===== config.mk =====
export PLATFORM = sky130hd
export DESIGN_NAME = uart_rx
export DESIGN_NICKNAME = d
export VERILOG_FILES = /design/src/rtl/uart_rx.sv
export SDC_FILE = /design/constraint.sdc
export NUM_CORES = 1
export LEC_CHECK = 0
export CORE_UTILIZATION = 55
export DETAILED_ROUTE_END_ITERATION = 6
export PLACE_DENSITY = 0.73
export SLEW_MARGIN = 20
export SYNTH_ARGS = -nofsm -noshare
export SYNTH_HDL_FRONTEND = slang
export SYNTH_SLANG_ARGS = --single-unit

===== constraint.sdc =====
create_clock -name clk -period 2.3 [get_ports clk]
set_input_delay 0.345 -clock clk [delete_from_list [all_inputs] [get_ports clk]]
set_output_delay 0.345 -clock clk [all_outputs]
set_load 0.01 [all_outputs]

===== src/rtl/uart_rx.sv =====
// ---------------------------------------------------------------------------
// uart_rx -- 8-bit asynchronous serial receiver, 1 start bit, 1 stop bit,
// LSB first. An optional even-parity bit sits between data bit 7 and the
// stop bit. Define UART_RX_PARITY_EN to enable it. In the default build
// the frame is 10 bits and parity_err is tied low.
//
// Parameters:
//   clk_freq   system clock frequency in Hz
//   baud       serial bit rate in bits/s
//
// Ports:
//   clk         in   system clock, rising edge, single domain
//   rst         in   asynchronous active-high reset
//   rx          in   serial line, idle high, asynchronous to clk
//   dout_rx     out  [7:0] last received byte, held between frames
//   done_rx     out  one-cycle pulse: good frame received, dout_rx updated
//   frame_err   out  one-cycle pulse: stop bit sampled low
//   parity_err  out  one-cycle pulse: parity mismatch at the stop sample
//   busy        out  high whenever the receiver is not idle
//
// Handshake: done_rx/frame_err/parity_err are single-cycle strobes with no
// back-pressure. The consumer must take dout_rx in the cycle done_rx is
// high, or any time before the next strobe, because dout_rx holds its value.
// ---------------------------------------------------------------------------
module uart_rx #(
    parameter int clk_freq = 1000000,
    parameter int baud     = 9600
) (
    input  logic       clk,
    input  logic       rst,
    input  logic       rx,
    output logic [7:0] dout_rx,
    output logic       done_rx,
    output logic       frame_err,
    output logic       parity_err,
    output logic       busy
);

    // Bit period and half period, in clk cycles.
    localparam int N    = clk_freq / baud;
    localparam int H    = N / 2;
    localparam int CW   = (N > 1) ? $clog2(N) : 1;
    localparam logic [CW-1:0] N_LAST = CW'(N - 1);
    localparam logic [CW-1:0] H_LAST = CW'(H - 1);

    typedef enum logic [2:0] {
        S_IDLE,
        S_START,
        S_DATA,
        S_PARITY,
        S_STOP,
        S_RECOVER
    } state_t;

    state_t          state_q, state_d;
    logic            sync1_q, sync1_d;
    logic            rxs_q, rxs_d;
    logic [CW-1:0]   cnt_q, cnt_d;
    logic [2:0]      idx_q, idx_d;
    logic [7:0]      shift_q, shift_d;
    logic [7:0]      dout_q, dout_d;
    logic            done_q, done_d;
    logic            ferr_q, ferr_d;
`ifdef UART_RX_PARITY_EN
    logic            par_bad_q, par_bad_d;
    logic            perr_q, perr_d;
`endif

    always_comb begin
        state_d = state_q;
        sync1_d = rx;
        rxs_d   = sync1_q;
        cnt_d   = cnt_q + 1'b1;
        idx_d   = idx_q;
        shift_d = shift_q;
        dout_d  = dout_q;
        done_d  = 1'b0;
        ferr_d  = 1'b0;
`ifdef UART_RX_PARITY_EN
        par_bad_d = par_bad_q;
        perr_d    = 1'b0;
`endif
        case (state_q)
            S_IDLE: begin
                cnt_d = '0;
                if (!rxs_q) state_d = S_START;
            end
            // Sample mid start bit. A line that is high again there was a glitch.
            S_START: begin
                if (cnt_q == H_LAST) begin
                    cnt_d   = '0;
                    idx_d   = '0;
                    state_d = rxs_q ? S_IDLE : S_DATA;
                end
            end
            S_DATA: begin
                if (cnt_q == N_LAST) begin
                    cnt_d   = '0;
                    shift_d = {rxs_q, shift_q[7:1]};
                    idx_d   = idx_q + 3'd1;
                    if (idx_q == 3'd7) begin
`ifdef UART_RX_PARITY_EN
                        state_d = S_PARITY;
`else
                        state_d = S_STOP;
`endif
                    end
                end
            end
            S_PARITY: begin
                if (cnt_q == N_LAST) begin
                    cnt_d   = '0;
`ifdef UART_RX_PARITY_EN
                    // Even parity: parity bit XOR data must be 0.
                    par_bad_d = rxs_q ^ (^shift_q);
`endif
                    state_d = S_STOP;
                end
            end
            S_STOP: begin
                if (cnt_q == N_LAST) begin
                    cnt_d = '0;
                    if (rxs_q) begin
                        dout_d  = shift_q;
                        state_d = S_IDLE;
`ifdef UART_RX_PARITY_EN
                        if (par_bad_q) perr_d = 1'b1;
                        else           done_d = 1'b1;
`else
                        done_d = 1'b1;
`endif
                    end else begin
                        ferr_d  = 1'b1;
                        state_d = S_RECOVER;
                    end
                end
            end
            // Wait out a break or a stuck-low line before looking for a start bit.
            S_RECOVER: begin
                cnt_d = '0;
                if (rxs_q) state_d = S_IDLE;
            end
            default: begin
                cnt_d   = '0;
                state_d = S_IDLE;
            end
        endcase
    end

    always_ff @(posedge clk or posedge rst) begin
        if (rst) begin
            state_q <= S_IDLE;
            sync1_q <= 1'b1;
            rxs_q   <= 1'b1;
            cnt_q   <= '0;
            idx_q   <= '0;
            shift_q <= '0;
            dout_q  <= '0;
            done_q  <= 1'b0;
            ferr_q  <= 1'b0;
`ifdef UART_RX_PARITY_EN
            par_bad_q <= 1'b0;
            perr_q    <= 1'b0;
`endif
        end else begin
            state_q <= state_d;
            sync1_q <= sync1_d;
            rxs_q   <= rxs_d;
            cnt_q   <= cnt_d;
            idx_q   <= idx_d;
            shift_q <= shift_d;
            dout_q  <= dout_d;
            done_q  <= done_d;
            ferr_q  <= ferr_d;
`ifdef UART_RX_PARITY_EN
            par_bad_q <= par_bad_d;
            perr_q    <= perr_d;
`endif
        end
    end

    assign dout_rx   = dout_q;
    assign done_rx   = done_q;
    assign frame_err = ferr_q;
    assign busy      = (state_q != S_IDLE);
`ifdef UART_RX_PARITY_EN
    assign parity_err = perr_q;
`else
    assign parity_err = 1'b0;
`endif

endmodule


==> results of run 1 <==
## path summary, 6_finish.rpt
path | from | endpoint | slack, ps | cells past startpoint
min in group asynchronous | rst | done_rx | 400 | 3
worst max register to register | cnt_q[0] | dout_rx[5] | 330 | 5
max in group asynchronous | rst | rxs_d | 1570 | 3
worst max-delay path | state_q[0] | busy | 150 | 2
worst min register to register | rxs_d | rxs_q | 360 | 0
worst min-delay path | rxs_d | rxs_q | 360 | 0
## cell usage after synthesis, types with 2 or more instances
master,instances
dfrtp_1,31
mux2_2,18
nor2_1,11
inv_1,6
nand2_1,6
a21oi_1,5
nor2b_1,4
and2_1,3
ha_1,3
o21ai_0,3
xnor2_1,3
a211oi_1,2
buf_4,2
dfstp_2,2
nand3_1,2
nand4b_1,2
or3_1,2
xor2_1,2
## flip-flops by register name, summed over array words and instances (netlist names)
signal,cells
dout_rx,8
shift_q,8
cnt_q,7
idx_q,3
state_q,3
done_rx,1
frame_err,1
rxs_d,1
rxs_q,1
## layout by cell type (no fill, tap or decap), types with 2 or more instances in the layout
| cell type | Yosys | final |
|---|---|---|
| nor2_1 | 11 | 11 |
| nand2_1 | 6 | 6 |
| dfstp_2 | 2 | 2 |
| a21oi_1 | 5 | 5 |
| buf_4 | 2 | 3 |
| or3_1 | 2 | 2 |
| dfrtp_1 | 31 | 31 |
| nor2b_1 | 4 | 4 |
| inv_1 | 6 | 6 |
| clkdlybuf4s50_1 | 0 | 13 |
| a211oi_1 | 2 | 2 |
| clkbuf_4 | 0 | 5 |
| nand4b_1 | 2 | 2 |
| o21ai_0 | 3 | 3 |
| and2_1 | 3 | 3 |
| mux2_2 | 18 | 18 |
| xnor2_1 | 3 | 3 |
| xor2_1 | 2 | 2 |
| ha_1 | 3 | 3 |
| nand3_1 | 2 | 2 |
## metal layers
| layer | share of wire [%] | wire, um |
|---|---|---|
| met5 | 0 | 0 |
| met4 | 0.66 | 17 |
| met1 | 47 | 1210 |
| met2 | 47 | 1210 |
| met3 | 5.3 | 136 |
## through the flow
step / util, % / hold slack [ps] / cells / setup slack (ps) / area, sq um
floorplan: - / 345 / 123 / 417 / 1490
global placement: 66.0 / 347 / 166 / 403 / 1660
detailed placement: 66.0 / 347 / 166 / 342 / 1660
CTS: 69.3 / 361 / 174 / 132 / 1750
global route: 69.3 / 365 / 174 / 53.4 / 1750
finish: 69.3 / 361 / 174 / 146 / 1750
## power by group
group | internal [mW] | leakage (nW) | switching [mW]
Combinational | 0.00439 | 0.345 | 0.0124
Clock | 0.260 | 0.0455 | 0.182
Sequential | 0.583 | 0.439 | 0.00186
Total | 0.847 | 0.830 | 0.196
## layout make-up
| cell class | instances | area (sq um) | area share [%] |
|---|---|---|---|
| Clock inverter | 1 | 30.0 | 1.72 |
| Sequential cell | 33 | 828 | 47.4 |
| Timing Repair Buffer | 16 | 153 | 8.73 |
| Clock buffer | 7 | 55.1 | 3.15 |
| Inverter | 6 | 22.5 | 1.29 |
| Tap cell | 30 | 37.5 | 2.15 |
| Multi-Input combinational cell | 81 | 623 | 35.6 |
## kinds of logic (layout without fill, tap and decap cells)
kind of cell             Yosys count  after routing  synth area share, %
other                              1              1                0.251
multiplexers                      18             18                 13.6
AO/OA/AOI/OAI                     13             13                 5.36
adder cells (fa/ha/maj)            3              3                 2.51
buffers and inverters              9             30                 2.77
XOR/XNOR                           5              5                 2.93
flip-flops                        33             33                 55.5
AND/OR/NAND/NOR                   41             41                 17.1
==> run_results.csv, run 1 <==
group,metric,value,unit
run_status,status,"completed",
worst_setup_path,path_max_fanout,10,
timing,skew,6.36,ps
worst_setup_path,slowest_stage,"dfrtp_1",
synth,synth_area,1490,sq um
power,power_leakage,0.830,nW
place,numPortBuffers,13,
routing,drt-initial-drc-count,49,
worst_setup_path,crit_arrival,1810,ps
global_routing,antenna_found_initial,0,
die,rows,18,
clocking,worstSkewPairLatency,320,ps
global_routing,grt_max_degree,34,
global_routing,grt_overflow,0,
worst_setup_path,slowest_delay,500,ps
global_routing,grt.total_usage,20.7,%
place,dp_hpwl,1.74,mm
die,dieHeight,54.1,um
timing,rsz0062_at_grt,"no",
place,place_congestion,0.840,
layout,nFillCells,188,
timing,period_share,93.6,%
power,ir_drop,478,uV
die,initial_core_util,59.2,%
power,p_per_area,596,nW/um^2
synth,synth_top_area_share,52.0,%
worst_setup_path,endpoint_kind,"output port",
clocking,htree_levels,2,
worst_setup_path,crit_family,"flip-flops",
routing,ant_nets,0,
global_routing,grt_util_met2,30.2,%
layout,n_antenna_cell,0,
clocking,cts_made_buffers,5,
clocking,cts_tree,"built",
synth,netlist_instances,123,
global_routing,grt_first_pass_wirelength,4.13,mm
synth,async_flop_share,100,%
timing,fmax,464,MHz
timing,maxSlewViolCount,0,
power,fin_total_pwr,1.04,mW
layout,drive_gt1_share,24.3,%
worst_hold_path,hold_path.class,"reg2reg",
worst_setup_path,worst-path-buf-inv,1,
global_routing,grt.busiest_layer,"met2",
layout,syn_to_final_growth,17.2,%
clocking,postCtsSetupBuffers,0,
synth,synth-edff-count,0,
synth,synth_area_leader_cell,"dfrtp_1",
routing,routed_via_density,5.68,
routing,drtPass1Iterations,4,
worst_setup_path,worstPathRequired,1960,ps
routing,drcViolationCount,0,
timing,finalHoldViolations,0,
synth,yosys_warnings,0,
synth,synth_nets,129,
worst_setup_path,path_cells,"or3_2 > clkdlybuf4s50_1",
die,core,2520,sq um
die,die_area,2930,sq um
synth,synth_area_per_cell,12.1,sq um
routing,route.vias.total,988,
synth,synthFlopType,"dfrtp_1",
synth,synth_area_leaders,"dfrtp_1, mux2_2, dfstp_2, nor2_1, ha_1",
synth,ys_seq_area_share,55.5,%
clocking,holdBufCountCts,0,
global_routing,grt_use_met1,28.1,%
clocking,root_buffer,"clkbuf_4",
timing,fin_crit,2150,ps
worst_setup_path,startpoint_type,"flop",
routing,wl_per_cell,14.8,um
global_routing,grt_pass1_vias,950,
synth,ys_types,34,
timing,setup_tns,0,ps
routing,wl,2.57,mm
timing,setup_viol,0,
flow_run,maxCapViolations,0,
clocking,cts_resized,0,
clocking,cts.clk_slew.worst_paths,100,ps
synth,synth-seq-cells,33,
die,io-pin-count,15,
global_routing,use_met3,7.63,%
clocking,numClockSinks,33,
layout,nets,149,
die,fp.dieW,54.1,um
worst_setup_path,crit_type,"reg2out",
clocking,cts.path.max_buffers,2,
Power figures use the tool's default switching activity.
==> run 2, diff against run 1 <==
Settings changed: SLEW_MARGIN 20 to not set.
==> results of run 2 <==
Same layout as run 1: the final DEF is identical, and so are final timing and power.
==> run 3, diff against run 2 <==
Settings changed: CORE_UTILIZATION 55 to 61, DONT_BUFFER_PORTS set to 1, SKIP_CTS_REPAIR_TIMING set to 1.
==> run_results.csv, run 3 (synthesis gave the netlist of run 1 again) <==
group,metric,value,unit
flow_run,maxCapViolations,0,
worst_hold_path,worstHoldEndpoint,"rxs_q",
layout,nFillCells,160,
timing,rsz0062_at_grt,"no",
worst_setup_path,slowest_delay,490,ps
place,dp_hpwl,1.70,mm
timing,setup_tns,0,ps
global_routing,antenna_found_initial,0,
routing,ant_nets,0,
layout,n_antenna_cell,0,
die,core,2250,sq um
worst_setup_path,startpoint_type,"flop",
worst_setup_path,crit_type,"reg2reg",
worst_setup_path,r2r_end,"shift_q[5]",
power,p_per_area,640,nW/um^2
worst_setup_path,r2r-start,"state_q[0]",
layout,multiInputGateArea,623,sq um
timing,period_share,90.1,%
die,dieHeight,51.5,um
die,rows,17,
worst_setup_path,reg2reg_slack,230,ps
global_routing,grt.total_usage,22.8,%
global_routing,grt_max_degree,34,
layout,layout_commonest_cell,"dfrtp_1",
clocking,cts.path.max_buffers,2,
timing,fin_crit,2070,ps
timing,fmax,483,MHz
layout,nets,139,
global_routing,grt.busiest_layer,"met2",
global_routing,grt_use_met1,29.2,%
power,internal-power,0.846,mW
worst_hold_path,hold_start,"rxs_d",
clocking,htree_levels,2,
routing,wl,2.44,mm
power,comb_power_share,1.5,%
worst_setup_path,ff2ff_path_depth,4,
layout,syn_to_final_growth,10.1,%
power,seqPwrFrac,55.6,%
place,place_congestion,0.907,
power,ir_drop,537,uV
routing,routed_via_density,5.76,
clocking,cts_made_buffers,5,
clocking,cts_tree,"built",
worst_setup_path,slowest_stage,"dfrtp_1",
layout,layout_common_cells,"dfrtp_1, mux2_2, nor2_1, inv_1, nand2_1",
global_routing,grt_pass1_vias,889,
timing,layout_setup_ws,229,ps
global_routing,use_met3,10.1,%
global_routing,grt_first_pass_wirelength,4.11,mm
power,p_switching,0.206,mW
worst_setup_path,crit_family,"simple AND/OR/NAND/NOR gates",
die,initial_core_util,66.2,%
power,power_leakage,0.798,nW
timing,finalHoldViolations,0,
routing,drtPass1Iterations,4,
worst_setup_path,endpoint_kind,"flop",
place,pre_cts_slack,247,ps
global_routing,grt_overflow,0,
die,die_area,2650,sq um
clocking,root_buffer,"clkbuf_4",
layout,drive_gt1_share,26.9,%
power,clockPowerShare,42.9,%
global_routing,grt_util_met2,31.8,%
routing,drt-initial-drc-count,16,
timing,setup_viol,0,
place,numPortBuffers,0,
die,io-pin-count,15,
worst_hold_path,whs_path_depth,0,
clocking,worstSkewPairLatency,330,ps
timing,skew,10.2,ps
clocking,cts.clk_slew.worst_paths,100,ps
run_status,status,"completed",
routing,route.vias.total,933,
timing,maxSlewViolCount,0,
worst_setup_path,worst-path-buf-inv,1,
routing,wl_per_cell,15.1,um
worst_setup_path,path_max_fanout,10,
die,fp.dieW,51.5,um
worst_setup_path,crit_arrival,2290,ps
layout,regArea,828,sq um
power,swShare,19.6,%
clocking,numClockSinks,33,
worst_hold_path,hold_path.class,"reg2reg",
worst_setup_path,worstPathRequired,2520,ps
worst_setup_path,path_cells,"or3b_4 > nor4b_4 > buf_4 > mux2_2",
routing,drcViolationCount,0,
[run 3: changes by cell type in the layout (fill, tap and decap cells not counted)]
| cell | change |
|---|---|
| buf_4 | +1 |
| dlygate4sd3_1 | +2 |
| clkdlybuf4s50_1 | -13 |
[run 3: worst max-delay path by stage]
| stage | from | to | slack (ps) | cells past startpoint |
|---|---|---|---|---|
| 6_report | state_q[0] | shift_q[5] | 230 | 4 |
| 5_1_grt | state_q[0] | shift_q[5] | 130 | 4 |
| 4_1_cts | state_q[0] | shift_q[5] | 220 | 4 |
| 3_5_place_dp | state_q[0] | shift_q[5] | 250 | 4 |
| 3_3_place_gp | state_q[0] | shift_q[4] | 260 | 4 |
| 2_1_floorplan | state_q[0] | shift_q[0] | 420 | 4 |
[run 3: metal layers]
metal	part of all wire, %	routed length (um)
met2	47	1140
met3	6.5	158
met4	2.2	54
met5	0	0
met1	45	1090
[run 3: final cells by class]
type,instances,area share (%)
sequential,33,50.4
tap,28,2.13
clock buffer,7,3.35
clock inverter,1,1.83
inverter,6,1.37
timing repair buffer,6,3.04
multi-input combinational,81,37.9
[run 3: worst register-to-register path: stages, from the launching register on]
cell,delay [ps]
dfrtp_1,490
or3b_4,470
nor4b_4,440
buf_4,230
mux2_2,330
[run 3: power groups by stage]
stage / clock network [mW] / registers (mW) / logic [mW]
after global placement: 0 / 0.596 / 0.0136
final: 0.452 / 0.585 / 0.0161
after detailed placement: 0 / 0.596 / 0.0144
after global routing: 0.488 / 0.585 / 0.0192
after floorplan: 0 / 0.595 / 0.0110
after CTS: 0.466 / 0.585 / 0.0142
[run 3: stage by stage]
| step | utilization, % | power (mW) | hold slack [ps] | cells | instance area (sq um) |
|---|---|---|---|---|---|
| finish | 72.9 | 1.05 | 359 | 162 | 1640 |
| CTS | 72.0 | 1.07 | -30.3 | 160 | 1620 |
| global route | 72.9 | 1.09 | 363 | 162 | 1640 |
| floorplan | - | 0.606 | 345 | 123 | 1490 |
| detailed placement | 68.3 | 0.610 | 347 | 152 | 1540 |
| global placement | 68.3 | 0.610 | 337 | 152 | 1540 |
